<file path="config.mk">
export PLATFORM = sky130hd
export DESIGN_NAME = red_pitaya_pid_tdm
export DESIGN_NICKNAME = d
export VERILOG_FILES = /design/src/rtl/red_pitaya_pid_tdm.sv
export SDC_FILE = /design/constraint.sdc
export NUM_CORES = 2
export LEC_CHECK = 0
export BUFFER_PORTS_ARGS = -buffer_cell sky130_fd_sc_hd__buf_4
export CORE_UTILIZATION = 65
export DETAILED_ROUTE_END_ITERATION = 12
export PLACE_DENSITY = 0.91
export SYNTH_ARGS = -nofsm -noshare
export SYNTH_HDL_FRONTEND = slang
export SYNTH_SLANG_ARGS = --single-unit
</file>
<file path="constraint.sdc">
create_clock -name clk -period 27.4 [get_ports clk]
set_clock_uncertainty 0.05 [all_clocks]
set_input_delay 1.37 -clock clk [delete_from_list [all_inputs] [get_ports clk]]
set_output_delay 1.37 -clock clk [all_outputs]
set_load 0.005 [all_outputs]
</file>
<file path="src/rtl/red_pitaya_pid_tdm.sv">
// red_pitaya_pid_tdm
//   CNO x CNI MIMO PID controller. One shared multiply datapath is stepped
//   over every path p = o*CNI + i. Path results are summed per output, and
//   each sum is clamped to a per-output [lmin, lmax] window.
// Ports:
//   clk, rstn            clock, synchronous active-low reset
//   sti_dat/vld/rdy      input frame stream, channel i at [i*DWI +: DWI]
//   sto_dat/vld/rdy      output frame stream, channel o at [o*DWO +: DWO]
//   cfg_sp/kp/ki/kd      per-path set point and gains
//   cfg_irst             per-path integrator clear (level)
//   cfg_hold             freeze all integrators
//   cfg_lmin/lmax        per-output clamp window
//   sts_sat              per-output clamped flag, qualified by sto_vld
module red_pitaya_pid_tdm #(
  parameter int DWI = 14,
  parameter int DWO = 14,
  parameter int CNI = 2,
  parameter int CNO = 2,
  parameter int KW  = 14,
  parameter int IW  = 32,
  parameter int PSR = 12,
  parameter int ISR = 18,
  parameter int DSR = 10
)(
  input  logic                   clk,
  input  logic                   rstn,
  input  logic [CNI*DWI-1:0]     sti_dat,
  input  logic                   sti_vld,
  output logic                   sti_rdy,
  output logic [CNO*DWO-1:0]     sto_dat,
  output logic                   sto_vld,
  input  logic                   sto_rdy,
  input  logic [CNO*CNI*DWI-1:0] cfg_sp,
  input  logic [CNO*CNI*KW-1:0]  cfg_kp,
  input  logic [CNO*CNI*KW-1:0]  cfg_ki,
  input  logic [CNO*CNI*KW-1:0]  cfg_kd,
  input  logic [CNO*CNI-1:0]     cfg_irst,
  input  logic                   cfg_hold,
  input  logic [CNO*DWO-1:0]     cfg_lmin,
  input  logic [CNO*DWO-1:0]     cfg_lmax,
  output logic [CNO-1:0]         sts_sat
);

  localparam int N   = CNO*CNI;
  localparam int IXW = (N   > 1) ? $clog2(N)   : 1;
  localparam int OXW = (CNO > 1) ? $clog2(CNO) : 1;
  localparam int CXW = (CNI > 1) ? $clog2(CNI) : 1;
  localparam int EW  = DWI + 1;
  localparam int PW  = KW + EW;
  localparam int DPW = KW + EW + 1;
  localparam int MW  = (PW > IW) ? PW : IW;
  localparam int SW  = ((DPW > MW) ? DPW : MW) + 2;
  localparam int AW  = DWO + $clog2(CNI) + 1;

  localparam logic signed [SW-1:0] PID_MAX = {{(SW-DWO+1){1'b0}}, {(DWO-1){1'b1}}};
  localparam logic signed [SW-1:0] PID_MIN = {{(SW-DWO+1){1'b1}}, {(DWO-1){1'b0}}};
  localparam logic signed [IW:0]   INT_MAX = {2'b00, {(IW-1){1'b1}}};
  localparam logic signed [IW:0]   INT_MIN = {2'b11, {(IW-1){1'b0}}};

  typedef enum logic [1:0] {IDLE, RUN, FLUSH, DONE} state_t;
  state_t state_q, state_d;

  logic [IXW-1:0]          idx;
  logic [OXW-1:0]          oc, o_r;
  logic [CXW-1:0]          ic;
  logic signed [DWI-1:0]   x_r    [CNI];
  logic signed [IW-1:0]    integ  [N];
  logic signed [EW-1:0]    e_prev [N];
  logic signed [AW-1:0]    acc    [CNO];
  logic                    pv;
  logic signed [DWO-1:0]   pid_r;

  // path datapath (stage 1)
  logic signed [DWI-1:0] sp_sel;
  logic signed [KW-1:0]  kp_sel, ki_sel, kd_sel;
  logic signed [EW-1:0]  e;
  logic signed [EW:0]    de;
  logic signed [PW-1:0]  p_prod, i_prod;
  logic signed [DPW-1:0] d_prod;
  logic signed [IW:0]    i_sum;
  logic signed [IW-1:0]  i_sat, i_nxt;
  logic signed [SW-1:0]  pid_sum;
  logic signed [DWO-1:0] pid;

  // output clamp
  logic [CNO*DWO-1:0]    dat_nxt;
  logic [CNO-1:0]        sat_nxt;
  logic signed [AW-1:0]  fin, lo, hi;

  assign sti_rdy = rstn && (state_q == IDLE);
  assign sto_vld = (state_q == DONE);

  always_ff @(posedge clk) begin
    if (!rstn) state_q <= IDLE;
    else       state_q <= state_d;
  end

  always_comb begin
    state_d = state_q;
    case (state_q)
      IDLE:    if (sti_vld) state_d = RUN;
      RUN:     if (idx == IXW'(N-1)) state_d = FLUSH;
      FLUSH:   state_d = DONE;
      DONE:    if (sto_rdy) state_d = IDLE;
      default: state_d = IDLE;
    endcase
  end

  always_comb begin
    sp_sel = cfg_sp[idx*DWI +: DWI];
    kp_sel = cfg_kp[idx*KW +: KW];
    ki_sel = cfg_ki[idx*KW +: KW];
    kd_sel = cfg_kd[idx*KW +: KW];
    e      = EW'(sp_sel) - EW'(x_r[ic]);
    de     = (EW+1)'(e) - (EW+1)'(e_prev[idx]);
    p_prod = PW'(kp_sel) * PW'(e);
    i_prod = PW'(ki_sel) * PW'(e);
    d_prod = DPW'(kd_sel) * DPW'(de);
    i_sum  = (IW+1)'(integ[idx]) + (IW+1)'(i_prod);
    if (i_sum > INT_MAX)      i_sat = IW'(INT_MAX);
    else if (i_sum < INT_MIN) i_sat = IW'(INT_MIN);
    else                      i_sat = IW'(i_sum);
    if (cfg_irst[idx])  i_nxt = '0;
    else if (cfg_hold)  i_nxt = integ[idx];
    else                i_nxt = i_sat;
    // terms are summed at full width so the output saturation is exact
    pid_sum = SW'(p_prod >>> PSR) + SW'(i_nxt >>> ISR) + SW'(d_prod >>> DSR);
    if (pid_sum > PID_MAX)      pid = DWO'(PID_MAX);
    else if (pid_sum < PID_MIN) pid = DWO'(PID_MIN);
    else                        pid = DWO'(pid_sum);
  end

  // final sum folds in the last path still sitting in the pipeline register
  always_comb begin
    dat_nxt = '0;
    sat_nxt = '0;
    fin     = '0;
    lo      = '0;
    hi      = '0;
    for (int unsigned o = 0; o < CNO; o++) begin
      fin = acc[o];
      if (pv && (o_r == OXW'(o))) fin = acc[o] + AW'(pid_r);
      lo = AW'($signed(cfg_lmin[o*DWO +: DWO]));
      hi = AW'($signed(cfg_lmax[o*DWO +: DWO]));
      if (lo > hi) begin
        dat_nxt[o*DWO +: DWO] = DWO'(lo);
        sat_nxt[o]            = 1'b1;
      end else if (fin > hi) begin
        dat_nxt[o*DWO +: DWO] = DWO'(hi);
        sat_nxt[o]            = 1'b1;
      end else if (fin < lo) begin
        dat_nxt[o*DWO +: DWO] = DWO'(lo);
        sat_nxt[o]            = 1'b1;
      end else begin
        dat_nxt[o*DWO +: DWO] = DWO'(fin);
      end
    end
  end

  always_ff @(posedge clk) begin
    if (!rstn) begin
      idx     <= '0;
      oc      <= '0;
      ic      <= '0;
      o_r     <= '0;
      pv      <= 1'b0;
      pid_r   <= '0;
      sto_dat <= '0;
      sts_sat <= '0;
      for (int unsigned i = 0; i < CNI; i++) x_r[i] <= '0;
      for (int unsigned q = 0; q < N; q++) begin
        integ[q]  <= '0;
        e_prev[q] <= '0;
      end
      for (int unsigned o = 0; o < CNO; o++) acc[o] <= '0;
    end else begin
      pv    <= (state_q == RUN);
      pid_r <= pid;
      o_r   <= oc;
      // a path's own slot takes precedence; otherwise irst clears it any cycle
      for (int unsigned q = 0; q < N; q++) begin
        if ((state_q == RUN) && (idx == IXW'(q))) begin
          integ[q]  <= i_nxt;
          e_prev[q] <= e;
        end else if (cfg_irst[q]) begin
          integ[q] <= '0;
        end
      end
      case (state_q)
        IDLE: begin
          if (sti_vld) begin
            for (int unsigned i = 0; i < CNI; i++) x_r[i] <= sti_dat[i*DWI +: DWI];
            for (int unsigned o = 0; o < CNO; o++) acc[o] <= '0;
            idx <= '0;
            oc  <= '0;
            ic  <= '0;
          end
        end
        RUN: begin
          if (pv) acc[o_r] <= acc[o_r] + AW'(pid_r);
          if (idx != IXW'(N-1)) begin
            idx <= idx + 1'b1;
            if (ic == CXW'(CNI-1)) begin
              ic <= '0;
              oc <= oc + 1'b1;
            end else begin
              ic <= ic + 1'b1;
            end
          end
        end
        FLUSH: begin
          sto_dat <= dat_nxt;
          sts_sat <= sat_nxt;
        end
        default: ;
      endcase
    end
  end

endmodule

</file>
# ---- Word level (Yosys, flattened, before mapping)
# Memories as Yosys holds them, arrays and structs flattened. A register that Yosys moved wholly into a read port is not among the register bits.
# Cells that the tools add are included.
dict set report totals {
  register_bits 52
  ram_bits 248
  out_inout_bits 32
  mem_count 4
}
# memory words word_bits rd rd_ports_with_merged_regs write_ports line
set memory_table {}
lappend memory_table {integ 4 32 1 1 4 67} ;# logic signed [IW-1:0] integ [N];
lappend memory_table {e_prev 4 15 1 1 4 68} ;# logic signed [EW-1:0] e_prev [N];
lappend memory_table {acc 2 16 3 1 2 69} ;# logic signed [AW-1:0] acc [CNO];
lappend memory_table {x_r 2 14 1 1 2 66} ;# logic signed [DWI-1:0] x_r [CNI];
dict set report classes {
  addsub 11
  multipliers 4
  magnitude_cmp 11
  eq_ne 12
  shift 4
  n_mux 99
  bitwise_logic 18
  reduce_logical 15
}
# operator count
set ops {}
lappend ops {{$mux W32} 12}
lappend ops {{$shiftx A56 B7 Y14} 4}
lappend ops {{$mux W14} 9}
lappend ops {{$mux W16} 5}
lappend ops {{$mux W15} 4}
lappend ops {{$mul A14 B15 Y29} 2}
lappend ops {{$mux W1} 54}
lappend ops {{$add A16 B14 Y16} 3}
lappend ops {{$add A32 B29 Y33} 1}
lappend ops {{$gt A33 B32 Y1 const B} 1}
lappend ops {{$lt A33 B32 Y1 const B} 1}
lappend ops {{$gt A16 B14 Y1} 2}
lappend ops {{$lt A16 B14 Y1} 2}
lappend ops {{$mul A14 B16 Y30} 1}
lappend ops {{$gt A14 B14 Y1} 2}
lappend ops {{$add A18 B20 Y21} 1}
lappend ops {{$gt A21 B14 Y1 const B} 1}
lappend ops {{$lt A21 B14 Y1 const B} 1}
lappend ops {{$add A17 B14 Y18} 1}
lappend ops {{$mux W2} 9}
lappend ops {{$or A1 B1 Y1} 16}
lappend ops {{$reduce_or A16 Y1} 1}
lappend ops {{$sub A15 B15 Y16} 1}
lappend ops {{$sub A14 B14 Y15} 1}
lappend ops {{20 further kinds} 39}

# ---- Logic depth before layout (Yosys ltp)
dict set report depth {
  depth_word 15
  ltp_mapped 60
  ltp_nobuf 53
}

# ---- Least setup slack after synthesis
# No wires, ideal clock.
dict set report synth_path {
  path_kind {register to register}
  startpoint {register idx[0]}
  endpoint {register pid_r[10]}
  t_arrival_ns 14.165
  required_ns 27.220
  path_slack_ns 13.056
  stages_incl_launch_ff 56
  period_less_slack_ns 14.344
  cell_sequence {dfxtp_1 > buf_6 > buf_2 > buf_1 > buf_2 > buf_2 > mux4_2 > ha_1 > nor2b_1 > o21ai_0 > nand2b_1 > a21o_1 > a21o_1 > a21oi_1 > o211ai_1 > nand3_1 > a31oi_1 > inv_1 > (+20 left out) > clkbuf_1 > o32ai_1 > a31oi_1 > nor2_1 > fa_1 > ha_1 > fa_1 > a21o_1 > a21o_1 > a211o_1 > a41oi_2 > a21oi_2 > a21boi_2 > xnor2_1 > or4_4 > o41ai_4 > buf_6 > a31oi_1}
}
dict set report synth_between {
  elab_chain_len 15
  elab_cells_between_ends 25
}
# element line
set synth_rtl {}
lappend synth_rtl {{from (decl)} 63} ;# logic [IXW-1:0] idx;
lappend synth_rtl {{from (signal assigned)} 202} ;# idx <= idx + 1'b1;
lappend synth_rtl {{$mul A2 B3 Y5 *} 110} ;# sp_sel = cfg_sp[idx*DWI +: DWI];
lappend synth_rtl {{$shiftx A56 B7 Y14 *} 110}
lappend synth_rtl {{$sub A14 B14 Y15 *} 114} ;# e = EW'(sp_sel) - EW'(x_r[ic]);
lappend synth_rtl {{named net e[14]} 76} ;# logic signed [EW-1:0] e;
lappend synth_rtl {{$mul A14 B15 Y29 *} 117} ;# i_prod = PW'(ki_sel) * PW'(e);
lappend synth_rtl {{$add A32 B29 Y33 *} 119} ;# i_sum = (IW+1)'(integ[idx]) + (IW+1)'(i_prod);
lappend synth_rtl {{$lt A33 B32 Y1} 121} ;# else if (i_sum < INT_MIN) i_sat = IW'(INT_MIN);
lappend synth_rtl {{$mux W32} 121}
lappend synth_rtl {{$mux W32 *} 120} ;# if (i_sum > INT_MAX) i_sat = IW'(INT_MAX);
lappend synth_rtl {{$mux W32 *} 124} ;# else if (cfg_hold) i_nxt = integ[idx];
lappend synth_rtl {{$mux W32 *} 123} ;# if (cfg_irst[idx]) i_nxt = '0;
lappend synth_rtl {{named net i_nxt[18]} 81} ;# logic signed [IW-1:0] i_sat, i_nxt;
lappend synth_rtl {{$add A17 B14 Y18 *} 127} ;# pid_sum = SW'(p_prod >>> PSR) + SW'(i_nxt >>> ISR) + SW'(d_prod >>> DSR);
lappend synth_rtl {{$add A18 B20 Y21 *} 127}
lappend synth_rtl {{$lt A21 B14 Y1} 129} ;# else if (pid_sum < PID_MIN) pid = DWO'(PID_MIN);
lappend synth_rtl {{$mux W14} 129}
lappend synth_rtl {{$mux W13 *} 128} ;# if (pid_sum > PID_MAX) pid = DWO'(PID_MAX);
lappend synth_rtl {{to (signal assigned)} 178} ;# pid_r <= pid;
lappend synth_rtl {{to (decl)} 71} ;# logic signed [DWO-1:0] pid_r;
# The timed path passes the listed nets; every way through them passes the cells marked *. The select of a mux whose other input is x is not followed.
# A chain may end at the register's enable or synchronous reset.

# ---- Worst setup path in the final report
dict set report layout_path {
  startpoint {register idx[0]}
  endpoint {register pid_r[3]}
}
dict set report layout_between {
  elab_chain_len 15
  elab_cells_between_ends 25
}
# element line
set layout_rtl {}
lappend layout_rtl {{$mul A2 B3 Y5} --}
lappend layout_rtl {{$shiftx A56 B7 Y14} 110}
lappend layout_rtl {{$sub A14 B14 Y15} 114}
lappend layout_rtl {{$mul A14 B15 Y29} 117}
lappend layout_rtl {{$add A32 B29 Y33} 119}
lappend layout_rtl {{$lt A33 B32 Y1} 121}
lappend layout_rtl {{$mux W32} 121}
lappend layout_rtl {{$mux W32} 120}
lappend layout_rtl {{$mux W32} 124}
lappend layout_rtl {{$mux W32} 123}
lappend layout_rtl {{$add A17 B14 Y18} 127}
lappend layout_rtl {{$add A18 B20 Y21 *} 127}
lappend layout_rtl {{$lt A21 B14 Y1} 129}
lappend layout_rtl {{$mux W14} 129}
lappend layout_rtl {{$mux W13 *} 128}
# Mark *: on every way between the ends. The rest lies on a longest branch, timed or not. The select of a mux whose other input is x is not followed.

==> impl_results.md <==
- Post-synthesis async set-or-reset flop share: 0%
- Resized Gates After CTS: 0
- DR vias/cell: 6.24
- ANT nets after route: 0
- Max_slew headroom: 23.1%
- Core box area: 71400 sq um
- Drt pass-1 iters: 8
- Area contributors post-synth: fa_1 (31%), edfxtp_1 (16%), ha_1 (11%)
- Setup Buffers After CTS: 0
- Synthesized cell area: 46800 sq um
- GRT Residual Overflow: 0
- Top-area cell type share of the netlist area: 30.8%
- Synthesis warning total: 0
- Top-count cell post-synth: inv_1
- Initial core utilization: 65.6%
- TritonCTS buffer count: 35
- CP max FO: 42
- Total track usage: 38.3%
- Hold path depth: 2
- I/O Buffers: 348
- CP max stage delay: 0.93 ns
- DRT iter0 DRCs: 3635
- Clk sink count: 304
- Post-DP HPWL: 109000 um
- RSZ-0062 raised after global routing: false
- Die footprint: 73100 sq um
- Number of I/O pins: 349
- Tcrit/Tclk final: 59.1%
- Drt total wl: 138000 um
- Vias in the first global route: 41200
- Critical Path RT: 27.75 ns
- Primary FF master, synth: edfxtp_1
- Largest net degree at the start of global routing: 43
- Cell mode on critical path: fa_1
- Final setup vio count: 0
- Nets: 6576
- Finished Core Util: 72.3%
- Post-synthesis sequential area ratio: 18.3%
- Slowest stage cell, crit path: dfxtp_4
- Hold-fix buffer count after cts: 0
- RePlAce Congestion: 0.985
- Syn nets: 6326
- Sum of negative setup slack: 0 ns
- Post-synthesis cell type count: 86
- Setup crit end kind: register
- Worst-margin pin slew: 1.15 ns
- Clock Latency Late Sink: 0.58 ns
- Area growth syn-to-layout: 10.2%
- Min-Delay Path Class: register to register
- TritonCTS clock tree: yes
- Max-slew violation count: 0
- Max cap viols: 0
- Worst R2R Path Depth: 49
- Outcome: finished, final reports clean
- Final hold vios: 0
- Cell Rows: 98
- First-pass GRT wire length: 218000 um
- Vias: 38100
- Synth area leader: fa_1
- Root Buffer: clkbuf_16
- Synth cell count leaders: inv_1 (878), fa_1 (720), nor2_1 (517)
- FMAX: 61.7 MHz
- Sequential Area: 8580 sq um
- Area of the multi-input gates: 34300 sq um
- Initial antenna violation count: 3
- # fillers: 4797
- Average size of a mapped cell: 9.61 sq um
- Post-synthesis register bit count: 304
- Wire length per cell after detailed routing: 22.7 um
- Clk buf depth: 3
- CP Class: register to register
- Min Tclk post-route: 16.20 ns
- Worst-path clk slew: 0.07 ns
- Layout cell share with drive strength beyond 1: 12.6%
- H-tree Lvls: 2
- Drt drc: 0
- Post-synth EDFFs: 248
- CP startpoint kind: register
- WP data arrival: 16.55 ns
- Cells after synthesis: 4872
- Die height: 270 um
- Chip Width: 270 um
-- routing by layer --
layer	vias to the layer above	wire length, um	GRT usage, %
li1	16200	-	-
met1	18700	46900	44.4
met2	2442	66500	63.4
met3	707	14600	9.77
met4	0	10500	24.5
met5	-	0	0
-- metrics by stage --
step,instances,setup WS (ns),hold WS [ns],area (sq um)
floorplan,4872,13.06,0.399,46800
global route,6100,10.39,0.443,51600
global placement,6035,11.64,0.386,50300
CTS,6099,11.58,0.414,51600
finish,6102,11.20,0.411,51600
detailed placement,6035,11.29,0.398,50300
-- flip-flops by register name (all words and copies together), names as in the netlist, named ones only --
name,count
oc,1
state_q,2
pid_r,14
pv,1
x_r,28
ic,1
idx,2
integ,128
sts_sat,2
sto_dat,28
e_prev,60
o_r,1
acc,32
-- cells in the final DEF, fill, tap and decap left out, types with 7 or more instances in the layout --
cell type  instances
nand2b_1          54
a21o_1            50
inv_1            878
nand2_1          502
and2_1            96
ha_1             417
o21a_1            32
buf_4            398
or3_1              7
nand4_1           16
mux2_2            38
a31oi_1           37
edfxtp_1         248
nor3b_1           27
nor2_1           516
clkbuf_16         36
o2111ai_1         10
xnor2_1          100
a21oi_1          146
and3_1            18
nand3_1           40
mux2i_1           43
nor2b_1           62
o21ai_1           11
o221ai_1          12
mux4_2            88
o31ai_1           27
a21boi_0          10
or2_2             32
xor2_1            57
nor3_1            44
o21ai_0          129
o211ai_1          10
a211oi_1          18
o22ai_1            9
o21bai_1          12
fa_1             720
dfxtp_1           52
-- final cells by class --
| type | instances | area share, % |
|---|---|---|
| clock inverter | 19 | 0.591 |
| antenna | 3 | 0.0145 |
| timing repair buffer | 398 | 5.79 |
| clock buffer | 45 | 1.87 |
| inverter | 885 | 6.43 |
| tap | 950 | 2.30 |
| multi-input combinational | 3498 | 66.4 |
| sequential | 304 | 16.6 |
-- kinds of logic after synthesis --
kind of cell    synth area share (%)
buf+inv                         8.63
compound gates                  8.31
fa+ha+maj                       41.9
flops                           18.3
simple gates                    13.7
mux                             6.06
xor+xnor                        3.06
-- path summary, 6_finish.rpt --
check,start,slack (ns),to
max,idx[0],11.20,pid_r[3]
min,sto_dat[11],0.41,sto_dat[11]
max reg2reg,idx[0],11.20,pid_r[3]
min reg2reg,sto_dat[11],0.41,sto_dat[11]
-- critical path, delay by kind of cell (launching register included) --
family,cells,cell delay (ns)
flip-flops,1,0.93
AO/OA/AOI/OAI,15,4.47
adder cells (fa/ha/maj),11,4.85
XOR/XNOR,4,1.16
AND/OR/NAND/NOR,14,2.69
buffers and inverters,4,1.16
multiplexers,1,0.65
Power is left out: the tool's default activity adds up to more than one toggle a clock period on the data nets, which glitch-free logic cannot reach.
